File: config.mk
export PLATFORM = sky130hd
export DESIGN_NAME = base_skid_buf
export DESIGN_NICKNAME = d
export VERILOG_FILES = /design/src/rtl/base_pkg.sv /design/src/rtl/base_skid_buf.sv
export SDC_FILE = /design/constraint.sdc
export NUM_CORES = 1
export LEC_CHECK = 0
export BUFFER_PORTS_ARGS = -buffer_cell sky130_fd_sc_hd__buf_2
export CORE_AREA = 5 5 42 44
export CTS_CLUSTER_DIAMETER = 100
export CTS_CLUSTER_SIZE = 28
export DETAILED_ROUTE_END_ITERATION = 8
export DIE_AREA = 0 0 47 49
export GPL_TIMING_DRIVEN = 1
export PLACE_DENSITY = 0.45
export RECOVER_POWER = 25
export SLEW_MARGIN = 0
export SYNTH_ARGS = -nofsm -noshare
export SYNTH_HDL_FRONTEND = slang
export SYNTH_SLANG_ARGS = --single-unit
File: constraint.sdc
create_clock -name clk -period 1.8 [get_ports clk]
set_input_delay 0.18 -clock clk [delete_from_list [all_inputs] [get_ports clk]]
set_output_delay 0.18 -clock clk [all_outputs]
set_load 0.005 [all_outputs]
File: src/rtl/base_pkg.sv
// base_pkg: shared types and constants for the base skid buffer.
package base_pkg;
    typedef enum logic [1:0] {SKID_EMPTY, SKID_ONE, SKID_FULL} skid_state_t;
    localparam int SKID_DEPTH = 2;
endpackage

File: src/rtl/base_skid_buf.sv
// base_skid_buf: two-entry valid/ready skid buffer with all outputs driven from flops.
// Optional saturating stall counter enabled by BASE_SKID_BUF_STALL_CNT_EN.
module base_skid_buf
    import base_pkg::*;
#(
    parameter int unsigned width = 1,
    parameter logic [width-1:0] rstv = '0,
    parameter int unsigned cnt_width = 16
) (
    input  logic clk,
    input  logic reset,
    input  logic i_v,
    output logic i_r,
    input  logic [width-1:0] i_d,
    output logic o_v,
    input  logic o_r,
`ifdef BASE_SKID_BUF_STALL_CNT_EN
    output logic [width-1:0] o_d,
    output logic [cnt_width-1:0] stall_cnt
`else
    output logic [width-1:0] o_d
`endif
);
    skid_state_t state_q, state_d;
    logic [width-1:0] main_q, main_d, skid_q, skid_d;
    logic ir_q, ir_d;
    logic in_acc;
    assign in_acc = i_v & ir_q;
    always_comb begin
        state_d = state_q;
        main_d = main_q;
        skid_d = skid_q;
        case (state_q)
            SKID_EMPTY: if (in_acc) begin
                state_d = SKID_ONE;
                main_d = i_d;
            end
            SKID_ONE: begin
                if (in_acc && o_r) main_d = i_d;
                else if (in_acc) begin
                    state_d = SKID_FULL;
                    skid_d = i_d;
                end
                else if (o_r) state_d = SKID_EMPTY;
            end
            SKID_FULL: if (o_r) begin
                state_d = SKID_ONE;
                main_d = skid_q;
            end
            default: state_d = SKID_EMPTY;
        endcase
    end
    // ready looks at the next state so it never depends combinationally on o_r
    assign ir_d = state_d != SKID_FULL;
    always_ff @(posedge clk) begin
        if (!reset) begin
            state_q <= SKID_EMPTY;
            main_q <= rstv;
            ir_q <= 1'b0;
        end else begin
            state_q <= state_d;
            main_q <= main_d;
            ir_q <= ir_d;
        end
    end
    always_ff @(posedge clk) skid_q <= skid_d;
    assign o_v = state_q != SKID_EMPTY;
    assign o_d = main_q;
    assign i_r = ir_q;
`ifdef BASE_SKID_BUF_STALL_CNT_EN
    logic [cnt_width-1:0] cnt_q, cnt_d;
    assign cnt_d = (o_v && !o_r && !(&cnt_q)) ? cnt_q + 1'b1 : cnt_q;
    always_ff @(posedge clk) cnt_q <= !reset ? '0 : cnt_d;
    assign stall_cnt = cnt_q;
`endif
endmodule
==> results of run 1 <==
-- area by class of cell --
type | instances | area (um^2)
fillers | 165 | 1090
repair buffers | 7 | 33.8
well taps | 16 | 20.0
flip-flops and latches | 5 | 110
multi-input cells | 19 | 121
clock buffers | 4 | 26.3
-- synthesized netlist by cell type (all sizes together) --
| master | count | area [um^2] |
|---|---|---|
| edfxtp | 1 | 30.0 |
| nor2 | 1 | 3.75 |
| nor2b | 2 | 15.0 |
| a21oi | 1 | 5.00 |
| o21ai | 3 | 15.0 |
| mux2 | 2 | 22.5 |
| or2 | 1 | 6.26 |
| nand2b | 1 | 6.26 |
| dfxtp | 4 | 80.1 |
| mux2i | 1 | 10.0 |
| nand2 | 3 | 11.3 |
| and3b | 1 | 8.76 |
| and2 | 2 | 12.5 |
| nor3 | 1 | 5.00 |
-- stage by stage --
stage | power [mW] | hold WS, ns | instances | util | area (um^2)
global route | 0.306 | 0.115 | 51 | 0.222 | 312
global placement | 0.158 | 0.378 | 47 | 0.204 | 287
floorplan | 0.144 | 0.279 | 24 | - | 231
finish | 0.283 | 0.131 | 51 | 0.222 | 312
CTS | 0.289 | 0.127 | 51 | 0.223 | 313
detailed placement | 0.158 | 0.378 | 47 | 0.204 | 287
-- power by group through the flow --
stage               logic [mW]  registers [mW]  clock network, mW
floorplan               0.0177           0.126                  0
global placement        0.0315           0.127                  0
detailed placement      0.0311           0.127                  0
CTS                     0.0316           0.125              0.132
global route            0.0346           0.125              0.146
finish                  0.0305           0.125              0.128
-- state kept, by name, indices dropped and copies added (netlist names) --
signal / count
state_q: 2
i_r: 1
o_d: 1
skid_q: 1
-- cell usage in the layout (no fill, tap or decap) --
| cell | Yosys | routed |
|---|---|---|
| nor2_1 | 1 | 1 |
| nor2b_2 | 1 | 1 |
| nand2_1 | 3 | 3 |
| edfxtp_1 | 1 | 1 |
| mux2i_1 | 1 | 1 |
| buf_2 | 0 | 6 |
| or2_1 | 1 | 1 |
| nor3_1 | 1 | 1 |
| clkbuf_4 | 0 | 3 |
| clkbuf_1 | 0 | 2 |
| mux2_2 | 2 | 2 |
| and3b_1 | 1 | 1 |
| dfxtp_1 | 4 | 4 |
| a21oi_1 | 1 | 1 |
| o21ai_1 | 3 | 3 |
| nor2b_1 | 1 | 1 |
| and2_1 | 2 | 2 |
| nand2b_1 | 1 | 1 |
-- worst max-delay path: cells and delay by family, from the launching register on --
family	cells	cell delay, ns
DFF	1	0.38
muxes	2	0.41
and+or+nand+nor	2	0.27
-- cell families after synthesis --
family	Yosys count
and+or+nand+nor	12
AOI/OAI and AO/OA	4
DFF	5
muxes	3
-- worst paths after layout --
path,cells after the start,start,endpoint
max,4,state_q[1]$_SDFF_PN0_,o_d$_SDFFE_PN0P_
min,1,i_d,skid_q$_DFFE_PP_
max reg2reg,4,state_q[1]$_SDFF_PN0_,o_d$_SDFFE_PN0P_
min reg2reg,2,o_d$_SDFFE_PN0P_,o_d$_SDFFE_PN0P_
-- metal layers --
| layer | vias up | share of wire | global-route usage |
|---|---|---|---|
| met4 | 0 | 0.019 | 0.0553 |
| li1 | 104 | - | - |
| met2 | 10 | 0.37 | 0.0520 |
| met5 | - | 0 | 0 |
| met1 | 91 | 0.54 | 0.0640 |
| met3 | 2 | 0.073 | 0.0443 |
==> results.json, run 1 <==
{
  "cp-start-kind": "flop",
  "cts_tree": "done",
  "synth.distinct_cells": 15,
  "gp_congestion": 0.703,
  "fin_crit_ns": 1.18,
  "cp-end-kind": "flop",
  "period_share": 0.656,
  "p_clk_frac": 0.451,
  "swShare": 0.219,
  "path_max_fanout": 5,
  "hold_path.class": "in -> reg",
  "io_buffers": 7,
  "finalClockSkew_ns": 0.00113,
  "syn-num-nets": 29,
  "dr.first_iter.drc_count": 2,
  "synth_compound_area_frac": 0.0865,
  "setup-tns-final_ns": 0,
  "seqPwrFrac": 0.441,
  "final_max_slew_viol_count": 0,
  "grt_overflow": 0,
  "dp_slack_ns": 0.638,
  "p_per_area_nw_per_um2": 907,
  "clock_path_buffers": 2,
  "p_sw_uw": 61.9,
  "ys_seq_elements": 5,
  "fp.coreArea_um2": 1400,
  "pwr-share-comb": 0.108,
  "drt-vias-per-instance": 4.06,
  "cp_slowest_cell": "dfxtp_1",
  "synthCells": 24,
  "grt_max_degree": 6,
  "htreeDepth": 1,
  "path_cells": "nor2b_2, mux2_2, nand2_1, mux2i_1",
  "cts_root_buf": "clkbuf_4",
  "clk-insertion-delay-late_ns": 0.24,
  "dpl.hpwl_um": 392,
  "synth_top_family_by_area": "simple AND/OR/NAND/NOR gates",
  "max_freq_mhz": 847,
  "worst_path_largest_cell_delay_ns": 0.38,
  "worstMarginPinSlew_ns": 0.195,
  "synth_simple_gate_area_share": 0.297,
  "cts_hold_buf": 0,
  "worstPathArrival_ns": 1.30,
  "fp.dieH_um": 49,
  "p_leak_nw": 0.130,
  "grt_pass1_wl_um": 786,
  "internal-power_uw": 221,
  "crit_type": "reg -> reg",
  "synth_fa_ha_area_frac": 0,
  "r2r_slack_ns": 0.62,
  "cap_violations": 0,
  "firstDrtPassIters": 2,
  "pin_count": 8,
  "clkTransAtPathRegs_ns": 0.04,
  "vias": 207,
  "cts.sinks": 5,
  "antenna_found_initial": 0,
  "synthMuxAreaShare": 0.141,
  "synth_xor_area_frac": 0,
  "dieArea_um2": 2300,
  "die_w_um": 47,
  "outcome": "completed",
  "yosysWarnings": 0,
  "yosysSeqAreaShare": 0.476,
  "relSlewSlack": 0.869,
  "row_count": 14,
  "n_antenna_cell": 0,
  "floorplan.initialDensity": 0.165,
  "cts_resized": 0,
  "fin_nets": 41,
  "synth_area_um2": 231,
  "drcViolationCount": 0,
  "postCtsSetupRepairBufs": 0,
  "antenna_left": 0,
  "cts_buffers": 3,
  "finalHoldViolations": 0,
  "worstPathRequired_ns": 1.92,
  "setup_viol": 0,
  "wl_per_cell_um": 9.41,
  "drive_gt1_frac": 0.343,
  "grt_pass1_vias": 205,
  "syn_to_final_growth_pct": 34.6,
  "ir_worst_vdd_mv": 0.263,
  "grt_usage": 0.0536,
  "worst_slack_ns": 0.620,
  "routed_wl_um": 480,
  "rsz0062_at_grt": "no",
  "syn_area_per_cell_um2": 9.64
}
Note: power is estimated with default switching activity, not from simulation.
==> run 2: changes to the inputs <==
==> constraint.sdc (replaced) <==
create_clock -name clk -period 1.2 [get_ports clk]
set_input_delay 0.12 -clock clk [delete_from_list [all_inputs] [get_ports clk]]
set_output_delay 0.12 -clock clk [all_outputs]
set_load 0.005 [all_outputs]
==> results.json, run 2 (synthesis results as in run 1) <==
{
  "mostFrequentLayoutCells": "6 x buf_2, 4 x dfxtp_1, 3 x nand2_1, 3 x o21ai_1, 3 x clkbuf_4",
  "row_count": 14,
  "die_w_um": 47,
  "io_buffers": 7,
  "met2WireLength_um": 144,
  "fp.coreArea_um2": 1400,
  "clk-insertion-delay-late_ns": 0.24,
  "grt_pass1_wl_um": 807,
  "largest_reg_flops": 2,
  "hold_path.class": "in -> reg",
  "cts_hold_buf": 0,
  "finalHoldViolations": 0,
  "cp-end-kind": "output port",
  "routed_wl_um": 478,
  "clock_path_buffers": 2,
  "final_max_slew_viol_count": 0,
  "htreeDepth": 1,
  "max_freq_mhz": 862,
  "setup_viol": 0,
  "grt_pass1_vias": 185,
  "path_max_fanout": 3,
  "p_clk_frac": 0.448,
  "fin_crit_ns": 1.16,
  "routed-wl-met3_um": 73,
  "layout_commonest_cell": "buf_2",
  "fin_nets": 42,
  "cp-start-kind": "flop",
  "pin_count": 8,
  "ir_worst_vdd_mv": 0.381,
  "p_per_area_nw_per_um2": 1330,
  "worstPathArrival_ns": 1.04,
  "dr.first_iter.drc_count": 2,
  "seqPwrFrac": 0.437,
  "antenna_left": 0,
  "gp_congestion": 0.666,
  "top_layer": "met4",
  "drt-vias-per-instance": 3.90,
  "p_leak_nw": 0.137,
  "antenna_found_initial": 0,
  "firstDrtPassIters": 4,
  "period_share": 0.967,
  "finalClockSkew_ns": 0.00464,
  "wl_per_cell_um": 9.19,
  "wl_met1_um": 249,
  "grt_usage": 0.0522,
  "worstMarginPinSlew_ns": 0.190,
  "outcome": "completed",
  "dpl.hpwl_um": 401,
  "pwr-share-comb": 0.115,
  "swShare": 0.219,
  "dieArea_um2": 2300,
  "holdWs_ns": 0.0902,
  "cts.sinks": 5,
  "cts_buffers": 3,
  "internal-power_uw": 334,
  "clkTransAtPathRegs_ns": 0.04,
  "regMostFlops": "state_q",
  "cts_root_buf": "clkbuf_4",
  "fillers": 169,
  "relSlewSlack": 0.872,
  "worstPathRequired_ns": 1.08,
  "p_sw_uw": 94.0,
  "crit_type": "reg -> out",
  "vias": 203,
  "fp.dieH_um": 49,
  "drcViolationCount": 0,
  "setup-tns-final_ns": 0,
  "floorplan.initialDensity": 0.165,
  "cap_violations": 0,
  "grt_max_degree": 6,
  "power_uw": 428,
  "syn_to_final_growth_pct": 38.9,
  "grt_overflow": 0,
  "cts_tree": "done",
  "n_antenna_cell": 0,
  "drive_gt1_frac": 0.389
}
-- run 2: path summary, 6_finish.rpt --
path	startpoint	to	slack [ns]	depth (start not counted)
setup / recovery	state_q[1]$_SDFF_PN0_	o_v	0.04	3
hold / removal	i_d	skid_q$_DFFE_PP_	0.09	1
setup reg to reg	state_q[1]$_SDFF_PN0_	o_d$_SDFFE_PN0P_	0.08	4
hold reg to reg	o_d$_SDFFE_PN0P_	o_d$_SDFFE_PN0P_	0.46	2
-- run 2: cell type report --
class	instances	area (um^2)	share of cell area
clock buffers	4	26.3	0.0817
multi-input cells	19	124	0.385
flip-flops and latches	5	110	0.342
well taps	16	20.0	0.0623
repair buffers	8	41.3	0.128
-- run 2: per-stage QoR --
step                      setup WS, ns   util  cells  cell area [um^2]
after floorplan                  0.121      -     24               231
after global placement          0.0723  0.210     48               294
final                           0.0398  0.229     52               322
after CTS                       0.0299  0.229     52               320
after detailed placement        0.0808  0.210     48               294
after global routing          -0.00149  0.229     52               322
-- run 2: worst max-delay path: stages (launching register included) --
cell,delay [ns]
dfxtp_1,0.31
buf_4,0.14
or2_4,0.22
buf_2,0.13
-- run 2: power by group through the flow --
stage | combinational, mW | clock [mW] | sequential, mW
floorplan | 0.0265 | 0 | 0.189
global placement | 0.0484 | 0 | 0.190
detailed placement | 0.0481 | 0 | 0.189
CTS | 0.0482 | 0.202 | 0.187
global route | 0.0561 | 0.211 | 0.188
finish | 0.0494 | 0.192 | 0.187
-- run 2: routing by layer --
layer  track usage  vias up
met2        0.0475       10
met3        0.0369        2
met4        0.0415        0
li1              -      106
met1        0.0752       85
met5             0        -
-- run 2: repair_timing --
item                       4_1_cts  5_1_grt
gates resized for setup          0        1
setup endpoints to repair        0        1
setup buffers                    0        0
==> run 3: changes to the inputs <==
--- a/config.mk
+++ b/config.mk
@@ -6,6 +6,7 @@
 export NUM_CORES = 1
 export LEC_CHECK = 0
 export BUFFER_PORTS_ARGS = -buffer_cell sky130_fd_sc_hd__buf_2
+export CAP_MARGIN = 0
 export CORE_AREA = 5 5 42 44
 export CTS_CLUSTER_DIAMETER = 100
 export CTS_CLUSTER_SIZE = 28
==> constraint.sdc (replaced) <==
create_clock -name clk -period 1.4 [get_ports clk]
set_input_delay 0.14 -clock clk [delete_from_list [all_inputs] [get_ports clk]]
set_output_delay 0.14 -clock clk [all_outputs]
set_load 0.005 [all_outputs]
==> results.json, run 3 (synthesis results as in run 1) <==
{
  "regMostFlops": "state_q",
  "setup-tns-final_ns": 0,
  "finalClockSkew_ns": 0.00387,
  "gp_congestion": 0.650,
  "cts_root_buf": "clkbuf_4",
  "mostFrequentLayoutCells": "5 x buf_2, 4 x dfxtp_1",
  "io_buffers": 7,
  "grt_use_met1": 0.0776,
  "path_cells": "nor2b_2, mux2_2, nand2_1, mux2i_1",
  "rsz0062_at_grt": "no",
  "max_freq_mhz": 861,
  "layout_commonest_cell": "buf_2",
  "postPlaceCellArea_um2": 287,
  "cts_buffers": 3,
  "antenna_left": 0,
  "fp.dieH_um": 49,
  "clk-insertion-delay-late_ns": 0.24,
  "antenna_found_initial": 0,
  "clkTransAtPathRegs_ns": 0.05,
  "final_max_slew_viol_count": 0,
  "swShare": 0.235,
  "outcome": "completed",
  "cts.sinks": 5,
  "postCtsSetupRepairBufs": 0,
  "cts_tree": "done",
  "dpl.hpwl_um": 393,
  "routed_wl_um": 491,
  "grt_max_degree": 6,
  "finalHoldViolations": 0,
  "worstPathArrival_ns": 1.29,
  "internal-power_uw": 284,
  "busiest_layer": "met1",
  "pwr-share-comb": 0.106,
  "p_leak_nw": 0.128,
  "period_share": 0.830,
  "clock_path_buffers": 2,
  "p_per_area_nw_per_um2": 1190,
  "dp_cells": 47,
  "drive_gt1_frac": 0.314,
  "cap_violations": 0,
  "grt_overflow": 0,
  "gr-usage-met2": 0.0475,
  "n_antenna_cell": 0,
  "seqPwrFrac": 0.432,
  "worstMarginPinSlew_ns": 0.189,
  "grt_pass1_wl_um": 821,
  "holdWs_ns": 0.103,
  "worstPathRequired_ns": 1.53,
  "grt_pass1_vias": 201,
  "worst_path_largest_cell_delay_ns": 0.36,
  "fin_crit_ns": 1.16,
  "cp-start-kind": "flop",
  "vias": 197,
  "relSlewSlack": 0.873,
  "cp-end-kind": "flop",
  "firstDrtPassIters": 4,
  "design_area_um2": 310,
  "syn_to_final_growth_pct": 34.1,
  "pin_count": 8,
  "cts_resized": 0,
  "crit_type": "reg -> reg",
  "hold_path.class": "in -> reg",
  "p_sw_uw": 86.9,
  "critPathBufInv": 0,
  "ir_worst_vdd_mv": 0.338,
  "power_uw": 371,
  "fin_nets": 41,
  "wl_per_cell_um": 9.63,
  "cp_slowest_cell": "dfxtp_1",
  "use_met3": 0.0295,
  "floorplan.initialDensity": 0.165,
  "grt_usage": 0.0516,
  "drt-vias-per-instance": 3.86,
  "cts_hold_buf": 0,
  "path_delay_family": "multiplexers",
  "largest_reg_flops": 2,
  "dr.first_iter.drc_count": 4,
  "die_w_um": 47,
  "htreeDepth": 1,
  "p_clk_frac": 0.463,
  "setup_viol": 0,
  "fp.coreArea_um2": 1400,
  "row_count": 14,
  "path_max_fanout": 5,
  "final_cells": 51,
  "dieArea_um2": 2300,
  "drcViolationCount": 0
}
-- run 3: cell types whose count changed in the layout (fill, tap and decap cells not counted) --
cell / change
buf_4: -1
or2_4: -1
buf_2: -1
or2_1: +1
clkbuf_1: +1
-- run 3: power groups by stage --
stage               clock network, mW  logic, mW  registers (mW)
finish                          0.171     0.0391           0.160
global route                    0.182     0.0446           0.161
CTS                             0.176     0.0409           0.160
detailed placement                  0     0.0405           0.163
global placement                    0     0.0413           0.163
floorplan                           0     0.0227           0.162
-- run 3: routing by layer --
metal  up-vias  part of all wire
met3         0              0.13
met1        84              0.53
li1        105                 -
met5         -                 0
met4         0                 0
met2         8              0.34
-- run 3: worst register-to-register path, stage by stage, from the launching register on --
cell and delay (ns):
dfxtp_1 0.36, nor2b_2 0.20, mux2_2 0.35, nand2_1 0.07, mux2i_1 0.06
-- run 3: cell type report --
class                   instances  area [um^2]
multi-input cells              19          121
repair buffers                  7         32.5
clock buffers                   4         26.3
flip-flops and latches          5          110
well taps                      16         20.0
fillers                       161         1090
-- run 3: through the flow --
| step | utilization | setup slack [ns] |
|---|---|---|
| global route | 0.221 | 0.133 |
| global placement | 0.204 | 0.235 |
| detailed placement | 0.204 | 0.249 |
| finish | 0.221 | 0.238 |
| CTS | 0.223 | 0.234 |
| floorplan | - | 0.321 |
-- run 3: worst paths after layout --
check                         from  depth (start not counted)                to  slack (ns)
min reg2reg       o_d$_SDFFE_PN0P_                          2  o_d$_SDFFE_PN0P_        0.46
max reg2reg  state_q[1]$_SDFF_PN0_                          4  o_d$_SDFFE_PN0P_        0.24
min                            i_d                          1  skid_q$_DFFE_PP_        0.10
max          state_q[1]$_SDFF_PN0_                          4  o_d$_SDFFE_PN0P_        0.24
